File: config.mk
export PLATFORM = sky130hd
export DESIGN_NAME = hazard_stall_controller
export DESIGN_NICKNAME = d
export VERILOG_FILES = /design/src/rtl/hazard_stall_controller_pkg.sv /design/src/rtl/hazard_stall_controller_load_use_detector.sv /design/src/rtl/hazard_stall_controller.sv
export SDC_FILE = /design/constraint.sdc
export NUM_CORES = 1
export LEC_CHECK = 0
export CAP_MARGIN = 30
export CORE_MARGIN = 3
export CORE_UTILIZATION = 40
export CTS_CLUSTER_DIAMETER = 120
export DETAILED_ROUTE_END_ITERATION = 6
export GPL_TIMING_DRIVEN = 0
export PLACE_DENSITY = 0.71
export SETUP_SLACK_MARGIN = 0.3
export SKIP_CTS_REPAIR_TIMING = 1
export SYNTH_ARGS = -nofsm -noshare
export SYNTH_HDL_FRONTEND = slang
export SYNTH_SLANG_ARGS = --single-unit
File: constraint.sdc
create_clock -name CLK -period 5.4 [get_ports CLK]
set_input_delay 1.08 -clock CLK [delete_from_list [all_inputs] [get_ports CLK]]
set_output_delay 1.08 -clock CLK [all_outputs]
set_load 0.03 [all_outputs]
File: src/rtl/hazard_stall_controller_pkg.sv
// Shared state encoding and constants for the load-use / cache-miss stall controller.
package hazard_pkg;

  typedef enum logic [1:0] {
    IDLE      = 2'b00,
    LOAD_WAIT = 2'b01,
    MISS      = 2'b10
  } state_e;

  localparam logic [2:0] DATA_CACHE_LOAD_NONE = 3'b000;

  // Cycles EX must hold so a load sitting in DMk reaches WB before EX proceeds
  localparam int STALL_LEN_DM1 = 3;
  localparam int STALL_LEN_DM2 = 2;
  localparam int STALL_LEN_DM3 = 1;

endpackage

File: src/rtl/hazard_stall_controller_load_use_detector.sv
// Combinational load-use check of the EX sources against loads pending in DM1..DM3.
// The youngest matching producer sets the stall length.
module load_use_detector
  import hazard_pkg::*;
#(
  parameter int REG_ADD_WIDTH = 5,
  parameter int D_CACHE_LW_WIDTH = 3,
  parameter logic [D_CACHE_LW_WIDTH-1:0] LOAD_NONE = D_CACHE_LW_WIDTH'(hazard_pkg::DATA_CACHE_LOAD_NONE),
  parameter int CNT_WIDTH = 2
) (
  input  logic [REG_ADD_WIDTH-1:0]    rs1_addr,
  input  logic                        rs1_used,
  input  logic [REG_ADD_WIDTH-1:0]    rs2_addr,
  input  logic                        rs2_used,
  input  logic [REG_ADD_WIDTH-1:0]    rd_addr_dm1,
  input  logic [REG_ADD_WIDTH-1:0]    rd_addr_dm2,
  input  logic [REG_ADD_WIDTH-1:0]    rd_addr_dm3,
  input  logic                        rd_we_dm1,
  input  logic                        rd_we_dm2,
  input  logic                        rd_we_dm3,
  input  logic [D_CACHE_LW_WIDTH-1:0] load_dm1,
  input  logic [D_CACHE_LW_WIDTH-1:0] load_dm2,
  input  logic [D_CACHE_LW_WIDTH-1:0] load_dm3,
  output logic                        hazard_found,
  output logic [CNT_WIDTH-1:0]        stall_len
);

  logic rs1_live, rs2_live;
  logic hit_dm1, hit_dm2, hit_dm3;

  // x0 is hardwired to zero, so it never carries a real dependency
  assign rs1_live = rs1_used && (rs1_addr != '0);
  assign rs2_live = rs2_used && (rs2_addr != '0);

  assign hit_dm1 = rd_we_dm1 && (load_dm1 != LOAD_NONE) &&
                   ((rs1_live && (rs1_addr == rd_addr_dm1)) || (rs2_live && (rs2_addr == rd_addr_dm1)));
  assign hit_dm2 = rd_we_dm2 && (load_dm2 != LOAD_NONE) &&
                   ((rs1_live && (rs1_addr == rd_addr_dm2)) || (rs2_live && (rs2_addr == rd_addr_dm2)));
  assign hit_dm3 = rd_we_dm3 && (load_dm3 != LOAD_NONE) &&
                   ((rs1_live && (rs1_addr == rd_addr_dm3)) || (rs2_live && (rs2_addr == rd_addr_dm3)));

  always_comb begin
    hazard_found = hit_dm1 || hit_dm2 || hit_dm3;
    stall_len    = '0;
    if (hit_dm1) begin
      stall_len = CNT_WIDTH'(STALL_LEN_DM1);
    end else if (hit_dm2) begin
      stall_len = CNT_WIDTH'(STALL_LEN_DM2);
    end else if (hit_dm3) begin
      stall_len = CNT_WIDTH'(STALL_LEN_DM3);
    end
  end

endmodule

File: src/rtl/hazard_stall_controller.sv
// Pipeline stall/bubble sequencer: load-use stalls until the load reaches WB,
// full freeze on data-cache miss, and a saturating stall-cycle counter.
module hazard_stall_controller
  import hazard_pkg::*;
#(
  parameter int REG_ADD_WIDTH = 5,
  parameter int D_CACHE_LW_WIDTH = 3,
  parameter logic [D_CACHE_LW_WIDTH-1:0] DATA_CACHE_LOAD_NONE = D_CACHE_LW_WIDTH'(hazard_pkg::DATA_CACHE_LOAD_NONE),
  parameter int CNT_WIDTH = 2,
  parameter int PERF_WIDTH = 32
) (
  input  logic                        CLK,
  input  logic                        RST,
  input  logic [REG_ADD_WIDTH-1:0]    RS1_ADDRESS_EXECUTION,
  input  logic                        RS1_USED_EXECUTION,
  input  logic [REG_ADD_WIDTH-1:0]    RS2_ADDRESS_EXECUTION,
  input  logic                        RS2_USED_EXECUTION,
  input  logic [REG_ADD_WIDTH-1:0]    RD_ADDRESS_DM1,
  input  logic [REG_ADD_WIDTH-1:0]    RD_ADDRESS_DM2,
  input  logic [REG_ADD_WIDTH-1:0]    RD_ADDRESS_DM3,
  input  logic                        RD_WRITE_ENABLE_DM1,
  input  logic                        RD_WRITE_ENABLE_DM2,
  input  logic                        RD_WRITE_ENABLE_DM3,
  input  logic [D_CACHE_LW_WIDTH-1:0] DATA_CACHE_LOAD_DM1,
  input  logic [D_CACHE_LW_WIDTH-1:0] DATA_CACHE_LOAD_DM2,
  input  logic [D_CACHE_LW_WIDTH-1:0] DATA_CACHE_LOAD_DM3,
  input  logic                        DATA_CACHE_READY,
  output logic                        STALL_FETCH,
  output logic                        STALL_DECODE,
  output logic                        STALL_EXECUTION_STAGE,
  output logic                        BUBBLE_DM1,
  output logic                        STALL_MEMORY_STAGES,
  output logic [PERF_WIDTH-1:0]       STALL_CYCLE_COUNT
);

  state_e                 state_q, state_d;
  state_e                 ret_q, ret_d;
  logic [CNT_WIDTH-1:0]   cnt_q, cnt_d;
  logic [PERF_WIDTH-1:0]  perf_q, perf_d;
  logic                   hazard_found;
  logic [CNT_WIDTH-1:0]   det_len;
  logic                   stall_lu, stall_miss, stall_ex;

  load_use_detector #(
    .REG_ADD_WIDTH    (REG_ADD_WIDTH),
    .D_CACHE_LW_WIDTH (D_CACHE_LW_WIDTH),
    .LOAD_NONE        (DATA_CACHE_LOAD_NONE),
    .CNT_WIDTH        (CNT_WIDTH)
  ) u_detector (
    .rs1_addr     (RS1_ADDRESS_EXECUTION),
    .rs1_used     (RS1_USED_EXECUTION),
    .rs2_addr     (RS2_ADDRESS_EXECUTION),
    .rs2_used     (RS2_USED_EXECUTION),
    .rd_addr_dm1  (RD_ADDRESS_DM1),
    .rd_addr_dm2  (RD_ADDRESS_DM2),
    .rd_addr_dm3  (RD_ADDRESS_DM3),
    .rd_we_dm1    (RD_WRITE_ENABLE_DM1),
    .rd_we_dm2    (RD_WRITE_ENABLE_DM2),
    .rd_we_dm3    (RD_WRITE_ENABLE_DM3),
    .load_dm1     (DATA_CACHE_LOAD_DM1),
    .load_dm2     (DATA_CACHE_LOAD_DM2),
    .load_dm3     (DATA_CACHE_LOAD_DM3),
    .hazard_found (hazard_found),
    .stall_len    (det_len)
  );

  // The detect cycle is already the first stall cycle, so LOAD_WAIT starts
  // with N-2 left and exits on the cycle the countdown reads zero.
  always_comb begin
    state_d    = state_q;
    ret_d      = ret_q;
    cnt_d      = cnt_q;
    stall_lu   = 1'b0;
    stall_miss = 1'b0;
    unique case (state_q)
      IDLE: begin
        if (!DATA_CACHE_READY) begin
          state_d = MISS;
          ret_d   = IDLE;
        end else if (hazard_found) begin
          stall_lu = 1'b1;
          cnt_d    = '0;
          if (det_len > CNT_WIDTH'(1)) begin
            state_d = LOAD_WAIT;
            cnt_d   = det_len - CNT_WIDTH'(2);
          end
        end
      end
      LOAD_WAIT: begin
        stall_lu = 1'b1;
        if (!DATA_CACHE_READY) begin
          state_d = MISS;
          ret_d   = LOAD_WAIT;
        end else if (cnt_q == '0) begin
          state_d = IDLE;
        end else begin
          cnt_d = cnt_q - CNT_WIDTH'(1);
        end
      end
      MISS: begin
        stall_miss = 1'b1;
        if (DATA_CACHE_READY) begin
          state_d = ret_q;
        end
      end
      default: begin
        state_d = IDLE;
      end
    endcase
  end

  assign stall_ex = stall_lu || stall_miss;

  always_comb begin
    perf_d = perf_q;
    if (stall_ex && (perf_q != '1)) begin
      perf_d = perf_q + PERF_WIDTH'(1);
    end
  end

  always_ff @(posedge CLK or posedge RST) begin
    if (RST) begin
      state_q <= IDLE;
      ret_q   <= IDLE;
      cnt_q   <= '0;
      perf_q  <= '0;
    end else begin
      state_q <= state_d;
      ret_q   <= ret_d;
      cnt_q   <= cnt_d;
      perf_q  <= perf_d;
    end
  end

  // Reset also masks the Mealy path so outputs drop the instant RST rises
  assign STALL_FETCH           = !RST && stall_ex;
  assign STALL_DECODE          = !RST && stall_ex;
  assign STALL_EXECUTION_STAGE = !RST && stall_ex;
  assign BUBBLE_DM1            = !RST && stall_lu;
  assign STALL_MEMORY_STAGES   = !RST && stall_miss;
  assign STALL_CYCLE_COUNT     = perf_q;

endmodule

# Word level (Yosys, flattened, before mapping)
# Index checks and enable logic that the tools add are counted.
[totals]
latchBits = 0
mem_bits_rw = 0
out_inout_bits = 37
n_memories = 0
romBits = 0
word_cells = 86
regBits = 38
[op_classes]
eq_ne = 19
n_mul = 0
n_shift = 0
bitwise_logic = 0
add_sub_neg = 3
n_lt_le_gt_ge = 1
muxes = 23
n_div = 0
reduce_logical = 36
[ops]
columns = ["op", "n"]
rows = [
  ["adder 32 x 1 -> 32 bit (second input constant)", 1],
  ["!= test 32 bit (second input constant)", 1],
  ["equality test 5 bit", 6],
  ["two-way mux 2 bit", 15],
  ["logical AND 1 bit", 18],
  ["!= test 2 bit (second input constant)", 7],
  ["nonzero test 5 bit", 2],
  ["!= test 3 bit (second input constant)", 3],
  ["nonzero test 3 bit", 3],
  ["one-hot mux 2 bit (2 select lines)", 2],
  ["logical OR 1 bit", 6],
  ["one-hot mux 2 bit (3 select lines)", 1],
  ["AND reduction 5 bit", 1],
  ["zero test 2 bit", 2],
  ["two-way mux 1 bit", 4],
  ["AND reduction 4 bit", 1],
  ["AND reduction 3 bit", 1],
  ["equality test 2 x 1 -> 1 bit (second input constant)", 1],
  ["equality test 2 bit (second input constant)", 1],
  ["greater-than comparator 2 x 1 -> 1 bit (second input constant)", 1],
  ["one-hot mux 1 bit (2 select lines)", 1],
  ["nonzero test 2 bit", 1],
  ["subtractor 2 x 1 -> 2 bit (second input constant)", 1],
  ["subtractor 2 bit (second input constant)", 1],
  ["zero test 1 bit", 1],
]

# Longest topological paths before layout
# Gate-level depths: netlist of run 1.
[logic_depth]
ltp_word = 13
mapped_depth = 9
ltp_nobuf = 8

# Hierarchy
# A second synthesis of run 1 with hierarchy kept.
[unflattened]
hier_cells = 240
hier_area_um2 = 2444.8
[modules_own_cells]
columns = ["module", "seq_area_each_um2", "area_per_inst_um2", "cells_per_inst", "instances"]
rows = [
  ["hazard_stall_controller", 925.9, 1970.6, 181, 1],
  ["load_use_detector", 0.0, 474.2, 59, 1],
]

# Worst setup path after synthesis of run 1
# No wires, ideal clock.
[synth_timing]
path_type = "in2out"
start = "in RST"
end = "out STALL_EXECUTION_STAGE"
stages = 4
arrival_ns = 2.843
slack_ns = 1.477
required_time_ns = 4.320
cell_sequence = "inv_1 nand2_1 a21oi_1 buf_4"
[synth_via]
elab_chain_len = 2
[synth_lines]
columns = ["item", "line_no", "rtl"]
rows = [
  ["from (decl)", "hazard_stall_controller.sv:13", "input logic RST,"],
  ["zero test 1 bit", "-", ""],
  ["logical AND 1 bit", "-", ""],
  ["to (decl)", "hazard_stall_controller.sv:30", "output logic STALL_EXECUTION_STAGE,"],
]
# No other way between the ends.

# Final worst setup path of run 1
[layout_timing]
start = "in RS2_ADDRESS_EXECUTION[0]"
end = "out STALL_DECODE"
[layout_via]
elab_chain_len = 12
[layout_lines]
columns = ["item", "line_no", "rtl"]
rows = [
  ["from (decl)", "hazard_stall_controller.sv:16", "input logic [REG_ADD_WIDTH-1:0] RS2_ADDRESS_EXECUTION,"],
  ["nonzero test 5 bit", "hazard_stall_controller_load_use_detector.sv:33", "assign rs2_live = rs2_used && (rs2_addr != '0);"],
  ["logical AND 1 bit", "hazard_stall_controller_load_use_detector.sv:33", ""],
  ["logical AND 1 bit, on equally long branches", "hazard_stall_controller_load_use_detector.sv:36, hazard_stall_controller_load_use_detector.sv:38", ""],
  ["logical OR 1 bit, on equally long branches", "hazard_stall_controller_load_use_detector.sv:36, hazard_stall_controller_load_use_detector.sv:38", ""],
  ["logical AND 1 bit, on equally long branches", "hazard_stall_controller_load_use_detector.sv:35, hazard_stall_controller_load_use_detector.sv:37", ""],
  ["logical OR 1 bit", "hazard_stall_controller_load_use_detector.sv:43", "hazard_found = hit_dm1 || hit_dm2 || hit_dm3;"],
  ["logical OR 1 bit *", "hazard_stall_controller_load_use_detector.sv:43", ""],
  ["two-way mux 1 bit *", "hazard_stall_controller.sv:80", "end else if (hazard_found) begin"],
  ["two-way mux 1 bit *", "hazard_stall_controller.sv:77", "if (!DATA_CACHE_READY) begin"],
  ["one-hot mux 1 bit (2 select lines) *", "hazard_stall_controller.sv:75", "unique case (state_q)"],
  ["logical OR 1 bit *", "hazard_stall_controller.sv:112", "assign stall_ex = stall_lu || stall_miss;"],
  ["logical AND 1 bit *", "hazard_stall_controller.sv:137", "assign STALL_DECODE = !RST && stall_ex;"],
  ["to (decl)", "hazard_stall_controller.sv:29", "output logic STALL_DECODE,"],
]
# Every way passes the cells marked *; elsewhere a longest branch is shown, timed or not.

==> qor.yml, run 1 <==
rows: 27
finalHoldViolations: 0
grt_pass1_vias: 2310
crit_path_cell_trace: "clkdlybuf4s50_1 > or4_1 > o21ai_2 > nor4_1 > a22oi_1 > nand3_1 > a21oi_1 > a21oi_1 > clkdlybuf4s50_1"
insertion_delay_ns: 0.29
layout_common_cells: "clkdlybuf4s50_1, xor2_1, dfrtp_1, nand3_1, nor3_1"
syn_inst: 261
worstHoldStart: "STALL_CYCLE_COUNT[6]"
avgSynthCellArea_um2: 9.37
nets: 390
outcome: "completed"
via_count: 2254
place.gp.congestion: 0.840
required_ns: 4.32
ir_worst_vdd_uv: 124
die-width_um: 84.2
antenna_found_initial: 0
timing.setup.tns_ns: 0
dr.pass1.iters: 4
ant_nets: 0
end_kind: "primary output"
post-route-util_pct: 59.9
htree_levels: 2
die_y_um: 84.2
critPathLaunchType: "input pin"
maxSlewHeadroom_pct: 48.8
synth_seq_cells: 37
layout_min_cycle_time_ns: 4.86
tightest_slew_ns: 0.767
r2r_start: "STALL_CYCLE_COUNT[0]"
leakage_nw: 1.50
fillers: 504
io_buffers: 78
hpwlAfterDp_mm: 4.93
syn2layout_area_growth_pct: 39.8
cp_top_family: "buffers and inverters"
rsz0062_at_grt: "no"
final_common_cell: "clkdlybuf4s50_1"
grt_max_degree: 39
fmax_mhz: 206
slowest_stage: "clkdlybuf4s50_1"
drt_iter0_drc: 121
cts_tree: "yes"
viasPerCell: 5.38
fin_skew_ns: 0.0107
hold_slack_ns: 0.502
hp-class: "flip-flop to flip-flop"
cts_made_buffers: 5
drc_errors: 0
core_um2: 5710
start_util_pct: 42.8
drive_gt1_share_pct: 8.65
yosysSeqAreaShare_pct: 37.9
grt-ovfl-total: 0
ys_types: 40
wirelength_mm: 6.30
cts_num_sinks: 37
syn_nets: 305
netlist_area_um2: 2440
ys_warn_count: 0
maxSlewViolCount: 0
cp_max_fo: 4
setup_viol: 0
power_density_nw_per_um2: 249
crit_buf_inv: 2
design.die.area_um2: 7090
slowest_delay_ns: 0.61
cp-startpoint: "RS2_ADDRESS_EXECUTION[0]"
ios: 79
fin_crit_sh_pct: 90.0
maxCapViolCount: 0
antennaDiodeCount: 0
clk_pin_slew_worst_paths_ns: 0.08
critPathKind: "input pin to primary output"
avgRoutedWirePerCell_um: 15.0
crit_arrival_ns: 3.78
cts_root_buf: "clkbuf_8"
grt_usage_pct: 18.2
power.total_w: 0.000850
grt_pass1_wl_mm: 10.7
ctsLongestPathBuffers: 2
==> layout make-up <==
cell class	instances	area [um^2]	share of cell area [%]
tap	72	90.1	2.64
timing repair buffer	78	786	23.0
sequential	37	926	27.1
clock buffer	6	82.6	2.42
inverter	8	30.0	0.879
multi-input combinational	204	1410	41.2
buffer	12	81.3	2.38
clock inverter	2	13.8	0.403
==> power breakdown <==
group	switching, W	internal [W]	total, W	leakage, nW
Clock	0.000102	0.000103	0.000206	0.0512
Sequential	0.0000334	0.000310	0.000343	0.484
Combinational	0.000165	0.000136	0.000301	0.964
Total	0.000301	0.000549	0.000850	1.50
==> layer usage <==
| metal | global-route usage (%) | vias to the layer above | part of all wire [%] |
|---|---|---|---|
| met3 | 4.02 | 10 | 5.3 |
| met5 | 0 | - | 0 |
| met1 | 22.7 | 1074 | 41 |
| li1 | - | 1098 | - |
| met4 | 4.24 | 0 | 1.5 |
| met2 | 32.1 | 72 | 52 |
==> metrics by stage <==
step	setup slack [ns]	std cells	cell area, um^2
5_1_grt	0.395	419	3420
3_3_place_gp	0.466	411	3320
4_1_cts	0.401	419	3410
3_5_place_dp	0.406	411	3320
6_report	0.538	419	3420
2_1_floorplan	1.48	261	2440
==> synth_stat cells <==
library cell | n | share of area [%]
o21a_1 | 2 | 0.61
nand4bb_1 | 1 | 0.46
nand2b_1 | 1 | 0.26
nor2_1 | 14 | 2.1
mux2_1 | 1 | 0.46
nor4_2 | 5 | 2.6
nor4b_2 | 3 | 1.8
or3_1 | 1 | 0.26
xnor2_1 | 18 | 6.4
o211a_1 | 1 | 0.41
nor4_1 | 11 | 2.8
o31ai_1 | 3 | 0.92
buf_4 | 3 | 0.92
xor2_1 | 43 | 15
mux2i_1 | 1 | 0.41
nor2b_1 | 1 | 0.26
nor3b_1 | 1 | 0.31
buf_2 | 2 | 0.41
or2_1 | 1 | 0.26
o21ai_1 | 2 | 0.41
inv_1 | 8 | 1.2
nand3_1 | 26 | 5.3
o21ai_2 | 1 | 0.36
a21oi_1 | 4 | 0.82
buf_6 | 3 | 1.4
nand4_1 | 12 | 3.1
clkbuf_1 | 4 | 0.61
a21oi_2 | 1 | 0.36
or2_2 | 2 | 0.51
mux2_2 | 1 | 0.46
and3_1 | 4 | 1.0
or4_1 | 2 | 0.61
o21ai_0 | 2 | 0.41
nor3_1 | 20 | 4.1
and4_1 | 1 | 0.36
nand2_1 | 13 | 2.0
dfrtp_1 | 37 | 38
a22oi_1 | 1 | 0.31
nand3b_1 | 2 | 0.61
ha_1 | 2 | 1.0
==> sequential cells by signal (all words and copies together) (netlist names) <==
register           cells
STALL_CYCLE_COUNT     32
cnt_q                  2
state_q                2
ret_q                  1
==> logic make-up after synthesis <==
family          share of synthesized area, %
simple gates                            28.8
xor+xnor                                21.9
flops                                   37.9
buf+inv                                 4.55
compound gates                          4.61
mux                                     1.33
fa+ha+maj                               1.02
==> worst paths after layout <==
kind	to	slack [ns]	depth (start not counted)
worst max-delay path	STALL_DECODE	0.54	9
worst min-delay path	STALL_CYCLE_COUNT[6]	0.50	1
worst max register to register	STALL_CYCLE_COUNT[11]	2.77	8
worst min register to register	STALL_CYCLE_COUNT[6]	0.50	1
max in group asynchronous	STALL_CYCLE_COUNT[24]	3.61	2
min in group asynchronous	STALL_CYCLE_COUNT[7]	1.30	2
Note: power is estimated with default switching activity, not from simulation.
==> run 2: changes to the inputs <==
--- a/config.mk
+++ b/config.mk
@@ -11,9 +11,10 @@
 export CTS_CLUSTER_DIAMETER = 120
 export DETAILED_ROUTE_END_ITERATION = 6
 export GPL_TIMING_DRIVEN = 0
-export PLACE_DENSITY = 0.71
+export PLACE_DENSITY = 0.82
 export SETUP_SLACK_MARGIN = 0.3
 export SKIP_CTS_REPAIR_TIMING = 1
+export SLEW_MARGIN = 10
 export SYNTH_ARGS = -nofsm -noshare
 export SYNTH_HDL_FRONTEND = slang
 export SYNTH_SLANG_ARGS = --single-unit
==> qor.yml, run 2 (synthesis gave the netlist of run 1 again) <==
outcome: "completed"  # unchanged
drt_iter0_drc: 96  # was 121
fin_crit_sh_pct: 90.5  # was 90.0%
fin_skew_ns: 0.00970  # was 0.0107 ns
maxSlewHeadroom_pct: 48.5  # was 48.8%
place.gp.congestion: 0.915  # was 0.840
required_ns: 4.32  # about the same
rows: 27  # unchanged
cp_max_fo: 4  # unchanged
timing.rr.end: "STALL_CYCLE_COUNT[24]"  # was STALL_CYCLE_COUNT[11]
design.die.area_um2: 7090  # unchanged
rsz0062_at_grt: "no"  # unchanged
viasPerCell: 5.42  # was 5.38
reg2reg_depth: 9  # was 8
ant_nets: 0  # unchanged
antenna_found_initial: 0  # unchanged
grt-ovfl-total: 0  # unchanged
layout_min_cycle_time_ns: 4.89  # was 4.86 ns
grt_usage_pct: 17.4  # was 18.2%
layout_common_cells: "clkdlybuf4s50_1, xor2_1, dfrtp_1, nand3_1, nor3_1"  # unchanged
highest_layer: "met4"  # unchanged
wl_met2_mm: 3.16  # was 3.26 mm
wl_met1_mm: 2.65  # was 2.62 mm
start_util_pct: 42.8  # unchanged
syn2layout_area_growth_pct: 39.4  # was 39.8%
wirelength_mm: 6.18  # was 6.30 mm
power.total_w: 0.000837  # was 0.000850 W
ir_worst_vdd_uv: 177  # was 124 uV
tightest_slew_ns: 0.771  # was 0.767 ns
maxSlewViolCount: 0  # unchanged
critPathKind: "input pin to primary output"  # unchanged
timing.setup.tns_ns: 0  # unchanged
ios: 79  # unchanged
finalHoldViolations: 0  # unchanged
maxCapViolCount: 0  # unchanged
crit_arrival_ns: 3.81  # was 3.78 ns
clk_pin_slew_worst_paths_ns: 0.08  # about the same
grt_pass1_vias: 2168  # was 2,310
holdPathEnd: "STALL_CYCLE_COUNT[22]"  # was STALL_CYCLE_COUNT[6]
worstHoldStart: "STALL_CYCLE_COUNT[22]"  # was STALL_CYCLE_COUNT[6]
grt_max_degree: 39  # unchanged
cts_tree: "yes"  # unchanged
drive_gt1_share_pct: 8.65  # unchanged
core_um2: 5710  # unchanged
nets: 390  # unchanged
dr_wl_met3_um: 276  # was 336 um
hold_depth: 1  # unchanged
grt_pass1_wl_mm: 10.3  # was 10.7 mm
power_density_nw_per_um2: 246  # was 249 nW/um^2
r2r_start: "STALL_CYCLE_COUNT[1]"  # was STALL_CYCLE_COUNT[0]
avgRoutedWirePerCell_um: 14.7  # was 15.0 um
end_kind: "primary output"  # unchanged
dp_slack_ns: 0.417  # was 0.406 ns
drc_errors: 0  # unchanged
dr.pass1.iters: 4  # unchanged
htree_levels: 2  # unchanged
critPathLaunchType: "input pin"  # unchanged
die_y_um: 84.2  # unchanged
largest_reg_flops: 32  # unchanged
final_common_cell: "clkdlybuf4s50_1"  # unchanged
cts_made_buffers: 5  # unchanged
fmax_mhz: 205  # was 206 MHz
leakage_nw: 1.49  # was 1.50 nW
hp-class: "flip-flop to flip-flop"  # unchanged
cts_root_buf: "clkbuf_8"  # unchanged
io_buffers: 78  # unchanged
via_count: 2270  # was 2,254
hpwlAfterDp_mm: 4.95  # was 4.93 mm
timing.final.ws_setup_ns: 0.510  # was 0.538 ns
reg2reg_setup_slack_ns: 2.72  # was 2.77 ns
setup_viol: 0  # unchanged
antennaDiodeCount: 0  # unchanged
cts_num_sinks: 37  # unchanged
ctsLongestPathBuffers: 2  # unchanged
insertion_delay_ns: 0.29  # about the same
die-width_um: 84.2  # unchanged
## run 2: cell count changes in the layout (fill, tap and decap cells not counted), sizes merged
| cell | previous run | this run |
|---|---|---|
| clkinvlp | 0 | 1 |
| clkbuf | 10 | 9 |
## run 2: cell type report
type	instances	area, um^2
Tap cell	72	90.1
Clock inverter	3	17.5
Sequential cell	37	926
Multi-Input combinational cell	204	1410
Inverter	8	30.0
Fill cell	482	2300
Buffer	12	81.3
Timing Repair Buffer	78	786
Clock buffer	5	68.8
## run 2: metrics by stage
| stage | util (%) | std cells | hold slack (ns) | area (um^2) |
|---|---|---|---|---|
| 6_report | 59.7 | 419 | 0.497 | 3410 |
| 5_1_grt | 59.7 | 419 | 0.510 | 3410 |
| 4_1_cts | 59.6 | 419 | 0.498 | 3400 |
| 3_5_place_dp | 58.1 | 411 | 0.483 | 3320 |
| 3_3_place_gp | 58.1 | 411 | 0.482 | 3320 |
| 2_1_floorplan | - | 261 | 0.475 | 2440 |
## run 2: worst max-delay path by stage
stage,startpoint,to,slack [ns]
after floorplan,RST,STALL_EXECUTION_STAGE,1.48
after global placement,RS2_ADDRESS_EXECUTION[0],STALL_FETCH,0.44
after detailed placement,RS2_ADDRESS_EXECUTION[0],STALL_EXECUTION_STAGE,0.42
after CTS,RS2_ADDRESS_EXECUTION[0],STALL_EXECUTION_STAGE,0.40
after global routing,RS2_ADDRESS_EXECUTION[0],STALL_DECODE,0.40
final,RS2_ADDRESS_EXECUTION[0],STALL_DECODE,0.51
## run 2: per-layer routing
metal	track usage, %	up-vias
met5	0	-
met4	5.26	0
met3	3.83	10
met2	29.8	59
met1	21.8	1102
li1	-	1099
## run 2: power breakdown
part	leakage [nW]	internal [W]	switching, W
combinational	0.964	0.000136	0.000166
clock	0.0439	0.0000890	0.0000996
sequential	0.484	0.000310	0.0000368
total	1.49	0.000534	0.000302
## run 2: critical path: stages
cell and delay, ns:
clkdlybuf4s50_1 0.54, or4_1 0.58, o21ai_2 0.20, nor4_1 0.09, a22oi_1 0.23, nand3_1 0.14, a21oi_1 0.21, a21oi_1 0.14
clkdlybuf4s50_1 0.62
